--- config.mk ---
export PLATFORM = sky130hd
export DESIGN_NAME = core_psum_issue
export DESIGN_NICKNAME = d
export VERILOG_FILES = /design/src/rtl/core_pkg.sv /design/src/rtl/core_psum_fifo.sv /design/src/rtl/core_psum_issue.sv
export SDC_FILE = /design/constraint.sdc
export NUM_CORES = 1
export LEC_CHECK = 0
export ABC_AREA = 0
export ABC_CLOCK_PERIOD_IN_PS = 8700
export CORE_AREA = 4 4 137 139
export CTS_BUF_LIST = sky130_fd_sc_hd__clkbuf_8
export DETAILED_ROUTE_END_ITERATION = 16
export DIE_AREA = 0 0 141 143
export GPL_ROUTABILITY_DRIVEN = 0
export PLACE_DENSITY = 0.83
export SYNTH_ARGS = -nofsm -noshare
export SYNTH_HDL_FRONTEND = slang
export SYNTH_SLANG_ARGS = --single-unit
--- constraint.sdc ---
create_clock -name clk -period 8.7 [get_ports clk]
set_input_delay 0.87 -clock clk [delete_from_list [all_inputs] [get_ports clk]]
set_output_delay 0.87 -clock clk [all_outputs]
set_load 0.02 [all_outputs]
--- src/rtl/core_pkg.sv ---
// Shared definitions for the core partial-sum path: array geometry defaults
// and the one-hot issue FSM encoding.
package core_pkg;

   localparam int unsigned ARR_IDATA_BIT = 8;
   localparam int unsigned ARR_MAC_NUM   = 16;
   localparam int unsigned ARR_CDATA_BIT = 8;

   // A full MAC-array sum: product width plus carry growth over all MACs.
   localparam int unsigned PSUM_DATA_BIT = ARR_IDATA_BIT*2 + $clog2(ARR_MAC_NUM);

   typedef enum logic [3:0] {
      S_IDLE = 4'b0001,
      S_RUN  = 4'b0010,
      S_GAP  = 4'b0100,
      S_DONE = 4'b1000
   } psum_state_e;

endpackage

--- src/rtl/core_psum_fifo.sv ---
// Input buffer for partial sums; the read port is combinational so the issuer
// owns the output register.
module core_psum_fifo
   import core_pkg::*;
#(
   parameter int unsigned DATA_BIT   = PSUM_DATA_BIT,
   parameter int unsigned FIFO_DEPTH = 4
) (
   input  logic                clk,
   input  logic                rstn,
   input  logic                push,
   input  logic [DATA_BIT-1:0] wr_data,
   input  logic                pop,
   output logic [DATA_BIT-1:0] rd_data_c,
   output logic                full_c,
   output logic                empty_c
);

   localparam int unsigned AW = $clog2(FIFO_DEPTH);

   logic [AW:0]         wr_ptr;
   logic [AW:0]         rd_ptr;
   logic [DATA_BIT-1:0] mem [FIFO_DEPTH];

   // Extra pointer bit distinguishes full from empty when the indices match.
   assign full_c    = (wr_ptr[AW] != rd_ptr[AW]) && (wr_ptr[AW-1:0] == rd_ptr[AW-1:0]);
   assign empty_c   = (wr_ptr == rd_ptr);
   assign rd_data_c = mem[rd_ptr[AW-1:0]];

   always_ff @(posedge clk or negedge rstn) begin
      if (!rstn) begin
         wr_ptr <= '0;
         rd_ptr <= '0;
      end else begin
         if (push && !full_c) wr_ptr <= wr_ptr + (AW+1)'(1);
         if (pop && !empty_c) rd_ptr <= rd_ptr + (AW+1)'(1);
      end
   end

   always_ff @(posedge clk) begin
      if (push && !full_c) mem[wr_ptr[AW-1:0]] <= wr_data;
   end

endmodule

--- src/rtl/core_psum_issue.sv ---
// Partial-sum transmitter: buffers MAC-array sums and re-issues them to the
// accumulator as groups of acc_num beats separated by GROUP_GAP idle cycles.
module core_psum_issue
   import core_pkg::*;
#(
   parameter int unsigned DATA_BIT   = PSUM_DATA_BIT,
   parameter int unsigned CDATA_BIT  = ARR_CDATA_BIT,
   parameter int unsigned FIFO_DEPTH = 4,
   parameter int unsigned GROUP_GAP  = 1
) (
   input  logic                 clk,
   input  logic                 rstn,
   input  logic [CDATA_BIT-1:0] cfg_acc_num,
   input  logic [CDATA_BIT-1:0] cfg_grp_num,
   input  logic                 start,
   output logic                 busy,
   output logic                 done,
   input  logic [DATA_BIT-1:0]  in_data,
   input  logic                 in_valid,
   output logic                 in_ready,
   output logic [DATA_BIT-1:0]  psum_data,
   output logic                 psum_valid,
   output logic                 psum_last
);

   localparam int unsigned TOT_W = 2*CDATA_BIT;
   localparam int unsigned GAP_W = (GROUP_GAP > 1) ? $clog2(GROUP_GAP) : 1;

   psum_state_e          state;
   logic [CDATA_BIT-1:0] acc_num;
   logic [CDATA_BIT-1:0] grp_num;
   logic [CDATA_BIT-1:0] beat_cnt;
   logic [CDATA_BIT-1:0] grp_cnt;
   logic [GAP_W-1:0]     gap_cnt;
   logic [TOT_W-1:0]     acc_cnt;
   logic [TOT_W-1:0]     total_c;
   logic [DATA_BIT-1:0]  rd_data_c;
   logic                 full_c;
   logic                 empty_c;
   logic                 push_c;
   logic                 pop_c;
   logic                 last_beat_c;
   logic                 last_grp_c;

   // Acceptance stops at the job total so stray beats never reach the FIFO.
   assign total_c     = TOT_W'(acc_num) * TOT_W'(grp_num);
   assign in_ready    = busy && !full_c && (acc_cnt < total_c);
   assign push_c      = in_valid && in_ready;
   assign pop_c       = (state == S_RUN) && !empty_c;
   assign last_beat_c = (beat_cnt == acc_num - CDATA_BIT'(1));
   assign last_grp_c  = (grp_cnt == grp_num - CDATA_BIT'(1));

   core_psum_fifo #(
      .DATA_BIT   (DATA_BIT),
      .FIFO_DEPTH (FIFO_DEPTH)
   ) u_fifo (
      .clk       (clk),
      .rstn      (rstn),
      .push      (push_c),
      .wr_data   (in_data),
      .pop       (pop_c),
      .rd_data_c (rd_data_c),
      .full_c    (full_c),
      .empty_c   (empty_c)
   );

   always_ff @(posedge clk or negedge rstn) begin
      if (!rstn) begin
         state      <= S_IDLE;
         busy       <= 1'b0;
         done       <= 1'b0;
         acc_num    <= '0;
         grp_num    <= '0;
         beat_cnt   <= '0;
         grp_cnt    <= '0;
         gap_cnt    <= '0;
         acc_cnt    <= '0;
         psum_data  <= '0;
         psum_valid <= 1'b0;
         psum_last  <= 1'b0;
      end else begin
         psum_valid <= 1'b0;
         psum_last  <= 1'b0;
         done       <= 1'b0;
         if (push_c) acc_cnt <= acc_cnt + TOT_W'(1);

         unique case (state)
            // A start coinciding with the done pulse belongs to the old job.
            S_IDLE: begin
               if (start && !done) begin
                  acc_num  <= (cfg_acc_num == '0) ? CDATA_BIT'(1) : cfg_acc_num;
                  grp_num  <= cfg_grp_num;
                  beat_cnt <= '0;
                  grp_cnt  <= '0;
                  gap_cnt  <= '0;
                  acc_cnt  <= '0;
                  busy     <= 1'b1;
                  state    <= (cfg_grp_num == '0) ? S_DONE : S_RUN;
               end
            end
            S_RUN: begin
               if (pop_c) begin
                  psum_data  <= rd_data_c;
                  psum_valid <= 1'b1;
                  if (last_beat_c) begin
                     psum_last <= 1'b1;
                     beat_cnt  <= '0;
                     grp_cnt   <= grp_cnt + CDATA_BIT'(1);
                     if (last_grp_c)         state <= S_DONE;
                     else if (GROUP_GAP > 0) state <= S_GAP;
                  end else begin
                     beat_cnt <= beat_cnt + CDATA_BIT'(1);
                  end
               end
            end
            S_GAP: begin
               if (gap_cnt == GAP_W'(GROUP_GAP - 1)) begin
                  gap_cnt <= '0;
                  state   <= S_RUN;
               end else begin
                  gap_cnt <= gap_cnt + GAP_W'(1);
               end
            end
            S_DONE: begin
               done  <= 1'b1;
               busy  <= 1'b0;
               state <= S_IDLE;
            end
            default: state <= S_IDLE;
         endcase
      end
   end

endmodule

Word-level counts from Yosys, hierarchy flattened --
Memories as Yosys holds them, arrays and structs flattened. A register that Yosys moved wholly into a read port is not among the register bits. Index checks and enable logic that the tools add are counted.
Cells by class: multiplexer cells 31, div/mod/pow operators 0, add/sub/neg operators 8, bitwise gates (word level) 0, shift operators 0, magnitude comparators 1, multiply operators 1, reduce and logical (&&, ||, !) cells 24, equality and inequality tests 13
Operators by type and width (count):
- $mux W16 | 3
- $mux W8 | 6
- $pmux W8 S2 | 2
- $mux W4 | 6
- $add A16 B1 Y16 const B | 1
- $add A8 B1 Y8 const B | 2
- $eq A8 B8 Y1 | 2
- $logic_not A8 Y1 | 2
- $lt A16 B16 Y1 | 1
- $mul A8 B8 Y16 | 1
- $sub A8 B1 Y8 const B | 2
- $pmux W4 S3 | 1
- $mux W1 | 11
- $logic_and A1 B1 Y1 | 8
- $reduce_and A2 Y1 | 4
- $reduce_and A4 Y1 | 2
- $add A3 B1 Y3 const B | 2
- $ne A2 B2 Y1 const B | 3
- $reduce_bool A2 Y1 | 3
- $eq A4 B1 Y1 const B | 1
- $eq A4 B2 Y1 const B | 1
- $eq A4 B3 Y1 const B | 1
- $eq A4 B4 Y1 const B | 1
- $logic_not A1 Y1 | 4
- 7 further kinds | 8
Storage, ports and cells: output and inout bits 25, memory bits (writable) 80, bits in read-only memories 0, logic and storage cells 92, latch bits 0, memories 1, flip-flop bits (word level) 63, input bits 40
Memory list:
- u_fifo.mem | words 4, bits a word 20, rd ports 1, clocked after Yosys merged registers in 1, wr ports 1, line core_psum_fifo.sv:23 | logic [DATA_BIT-1:0] mem [FIFO_DEPTH];

Depth between registers and ports, before layout --
depth in word-level cells 9, gate-level depth with buffers 26, gate-level depth less buffers 24

Modules after synthesis --
From an unflattened synthesis, not the netlist that was laid out.
Unflattened totals: cell total of the unflattened synthesis 891, area, all modules 9791.9 um2
Modules (own cells, without submodules):
- core_psum_issue | sequential area each 1903.1 um2, area an instance 6394.9 um2, cells an instance 737, instances 1
- core_psum_fifo | sequential area each 2552.4 um2, area an instance 3397.0 um2, cells an instance 154, instances 1

Worst setup path before layout --
OpenSTA, ideal clock, no wires.
kind flip-flop to flip-flop, start reg acc_num[2], end mem u_fifo.mem[3][0] (netlist name), enable pin, buffers on the path 2, cell stages (with the launch flop) 23, required time 8.301 ns, slack 2.198 ns, period minus slack after synthesis 6.502 ns, arrival time 6.103 ns, library setup time 0.399 ns, cell sequence dfrtp_1 clkbuf_1 nand2_1 fa_1 fa_1 inv_1 fa_1 inv_1 fa_1 inv_1 ha_1 o21a_1 o21a_1 nand3_1 o21ai_0 o211ai_1 xor2_1 ha_1 a21o_1 a221oi_2 o211ai_1 clkbuf_1 nor2_1
On the way: longest elaborated chain between the ends 7
RTL lines:
- start, declared | line core_psum_issue.sv:30 | logic [CDATA_BIT-1:0] acc_num;
- start signal, assigned | line core_psum_issue.sv:91 | acc_num <= (cfg_acc_num == '0) ? CDATA_BIT'(1) : cfg_acc_num;
- $mul A8 B8 Y16 | line core_psum_issue.sv:46 | assign total_c = TOT_W'(acc_num) * TOT_W'(grp_num);
- $lt A16 B16 Y1 | line core_psum_issue.sv:47 | assign in_ready = busy && !full_c && (acc_cnt < total_c);
- $logic_and A1 B1 Y1 | line core_psum_issue.sv:47
- $logic_and A1 B1 Y1 | line core_psum_issue.sv:48 | assign push_c = in_valid && in_ready;
- $logic_and A1 B1 Y1 | line core_psum_fifo.sv:41 | if (push && !full_c) mem[wr_ptr[AW-1:0]] <= wr_data;
- $mux W1 | line core_psum_fifo.sv:41
- $mux W1 (implied by the code) | line core_psum_fifo.sv:41
- end, declared | line core_psum_fifo.sv:23
Every way passes these cells.

Final worst setup path --
start reg acc_num[3], end out in_ready
On the way: longest elaborated chain between the ends 3
RTL lines:
- $mul A8 B8 Y16 | line core_psum_issue.sv:46
- $lt A16 B16 Y1 | line core_psum_issue.sv:47
- $logic_and A1 B1 Y1 | line core_psum_issue.sv:47
- end, declared | line core_psum_issue.sv:20 | output logic in_ready,
Every way passes these cells.

==> impl_results.md <==
- Status: completed
- Worst skew pair latency: 0.46 ns
- Syn Inst Count: 807
- Worst hold path type: primary input to async pin
- First-pass GRT wire length: 32600 µm
- CTS sink cnt: 162
- Fin crit share: 83.8%
- Reg2Reg Depth: 21
- Initial DRC count: 273
- FFs w/ async S/R, synth: 50.6%
- Hold Vio Cnt, Final: 0
- Via/cell ratio: 5.68
- Cell mode on critical path: fa_1
- Netlist Area Pre-Place: 9520 µm²
- Vias post-DR: 6293
- Top cells by count, synth: dfrtp_1, edfxtp_1, inv_1, nand2_1, ha_1
- Synth top area share: 25.2%
- Initial core utilization: 53.9%
- Clock Path Buffers: 2
- Total GRT Usage: 20.5%
- CP cell instances: nand2_1 -> fa_1 -> fa_1 -> inv_1 -> fa_1 -> inv_1 -> fa_1 -> inv_1 -> ha_1 -> o21a_1 -> o21a_1 -> nand3_1 -> o21ai_0 -> o211ai_1 -> xor2_1 -> ha_1 -> a21o_1 -> a221oi_2 -> and2_1 -> clkdlybuf4s50_1
- Worst R2R Setup Slack: 2.06 ns
- # IOs: 65
- Worst slew margin: 28.0%
- N_diodes: 0
- Critical Path End: in_ready
- CTS tree: done
- First drt pass iteration count: 4
- Req. time, crit path: 7.83 ns
- Crit path DAT: 6.42 ns
- Most used DFF post-synth: dfrtp_1
- FF-to-FF End: u_fifo.mem[3][11]
- Final std cells w/o fill: 1108
- Post-CTS Setup Bufs: 0
- Die W: 141 µm
- Final min period: 7.29 ns
- Inst Count DP: 1076
- Post-synthesis cell type count: 59
- Crit path max fanout: 15
- Clock skew: 0.0135 ns
- Core Util, Final: 61.0%
- Mapped Nets: 944
- Largest cells by area after synthesis: edfxtp_1, dfrtp_1, ha_1
- YS warnings: 0
- # DRC: 0
- Kind of critical path: flop to output pin
- Fmax achieved: 137 MHz
- Max stage delay on crit path: 0.66 ns
- RSZ-0062 raised after global routing: false
- Hold_buf cts: 0
- Post-CTS resize count: 0
- Area added between synthesis and finish: 13.2%
- Sum Neg Setup Slack: 0 ns
- Pin count of the biggest net entering global routing: 57
- CP max stage cell: dfrtp_1
- DP HPWL: 14000 µm
- Worst vdd rail ir drop: 248 µV
- Die Ht: 143 µm
- Worst-Margin Slew: 1.08 ns
- Routed wire per std cell: 17.6 µm
- CTS H-tree depth: 4
- Routed wire length: 19600 µm
- Share of cells above drive strength 1: 11.7%
- Total Nets Final: 1003
- GRT Residual Overflow: 0
- Crit. Startpoint: acc_num[3]
- Lkg Pwr: 4.56 nW
- Pins Over Slew Limit: 0
- Root Driver: clkbuf_8
- Register area share after synthesis: 46.8%
- IO Port Bufs: 64
- Max-cap viol count: 0
- Die area: 20200 µm²
- Vias in the first global route: 6612
- Std-Cell Rows: 49
- Number of synthesized flops with an enable pin: 80
- Core area: 17700 µm²
- Initial antenna violation count: 0
- CP endpoint kind: output pin
- CP startpoint kind: flop
- Total CTS buffers: 17
- Synth Register Bits: 162
- Critical R2R Launch: acc_num[3]
- Antenna Nets Post-Route: 0
- Leading area contributor after synthesis: edfxtp_1
- Pwr dens: 407 nW/µm²
- Worst-path clk slew: 0.09 ns
- Syn Area/Cell: 11.8 µm²
- Top-count cell post-synth: dfrtp_1
- Final setup violation count: 0
routing by layer:
metal  vias up  share of wire (%)  wire length [µm]  GRT usage (%)
li1       2971                  -                 -              -
met1      3158                 41              8050           25.0
met2       130                 53             10300           36.4
met3        34                4.4               851           4.76
met4         0                1.9               374           6.32
met5         -                  0                 0              0
power by group:
group | switching [W] | internal, W | total [W] | leakage [nW]
registers | 0.000228 | 0.00102 | 0.00125 | 1.78
logic | 0.00142 | 0.00118 | 0.00259 | 2.57
clock network | 0.000289 | 0.000259 | 0.000548 | 0.208
total | 0.00193 | 0.00246 | 0.00439 | 4.56
through the flow:
stage                     power [W]  setup WS (ns)  hold slack (ns)  area [µm²]
after floorplan             0.00319           2.20            0.460        9520
final                       0.00439           1.41            0.323       10800
after CTS                   0.00443           1.38            0.316       10800
after detailed placement    0.00386           1.90            0.484       10400
after global routing        0.00486          0.882            0.333       10800
after global placement      0.00378           1.99            0.476       10400
flip-flops by register name (all words and copies together) (netlist names):
name           flops
u_fifo.wr_ptr      3
grp_cnt            8
psum_valid         1
beat_cnt           8
busy               1
grp_num            8
psum_last          1
done               1
acc_cnt           16
psum_data         20
acc_num            8
u_fifo.rd_ptr      3
state              4
u_fifo.mem        80
how the worst min path moves through the flow:
stage                     start               end  slack (ns)  cells past startpoint
2_1_floorplan  u_fifo.wr_ptr[2]  u_fifo.wr_ptr[2]        0.46                      1
3_3_place_gp   u_fifo.wr_ptr[2]  u_fifo.wr_ptr[2]        0.48                      1
3_5_place_dp   u_fifo.rd_ptr[2]  u_fifo.rd_ptr[2]        0.48                      1
4_1_cts                    rstn       beat_cnt[2]        0.32                      1
5_1_grt                    rstn       beat_cnt[2]        0.33                      1
6_report                   rstn       beat_cnt[2]        0.32                      1
final cells by class:
class,count,area (µm²)
Fill cell,1377,6880
Timing Repair Buffer,72,698
Inverter,71,267
Tap cell,229,287
Sequential cell,162,4460
Clock buffer,17,234
Multi-Input combinational cell,542,4680
Clock inverter,15,156
critical path, delay by kind of cell (launching register included):
kind | cells | cell delay (ns)
AOI/OAI and AO/OA | 6 | 1.22
adders and majority gates | 6 | 2.67
and+or+nand+nor | 3 | 0.46
xor gates and xnor gates | 1 | 0.17
buffers and inverters | 4 | 0.80
DFF | 1 | 0.66
cells in the final DEF, fill, tap and decap left out, types with 7 or more instances in the layout:
cell,netlist,layout
and2_1,53,53
a21o_1,10,10
or3_1,7,7
xor2_1,24,24
edfxtp_1,80,80
nor4_1,7,7
clkbuf_8,0,17
xnor2_1,23,23
mux4_2,20,20
dfrtp_1,81,81
fa_1,36,36
o31ai_1,10,10
inv_1,70,72
a21oi_1,27,27
buf_4,0,9
or4_1,13,13
clkdlybuf4s50_1,0,63
nand3_1,16,16
and3_1,7,7
ha_1,61,61
o21ai_0,25,25
nor3_1,8,8
nand2_1,70,70
mux2_2,23,23
nand4_1,8,8
nor2_1,32,31
cells by family after synthesis:
logic type / share of synthesized area [%]
AO/OA/AOI/OAI: 7.69
multiplexers: 7.45
adder cells (fa/ha/maj): 15.6
buffers and inverters: 4.09
AND/OR/NAND/NOR: 14.0
XOR/XNOR: 4.32
flip-flops: 46.8
Power figures use the tool's default switching activity.
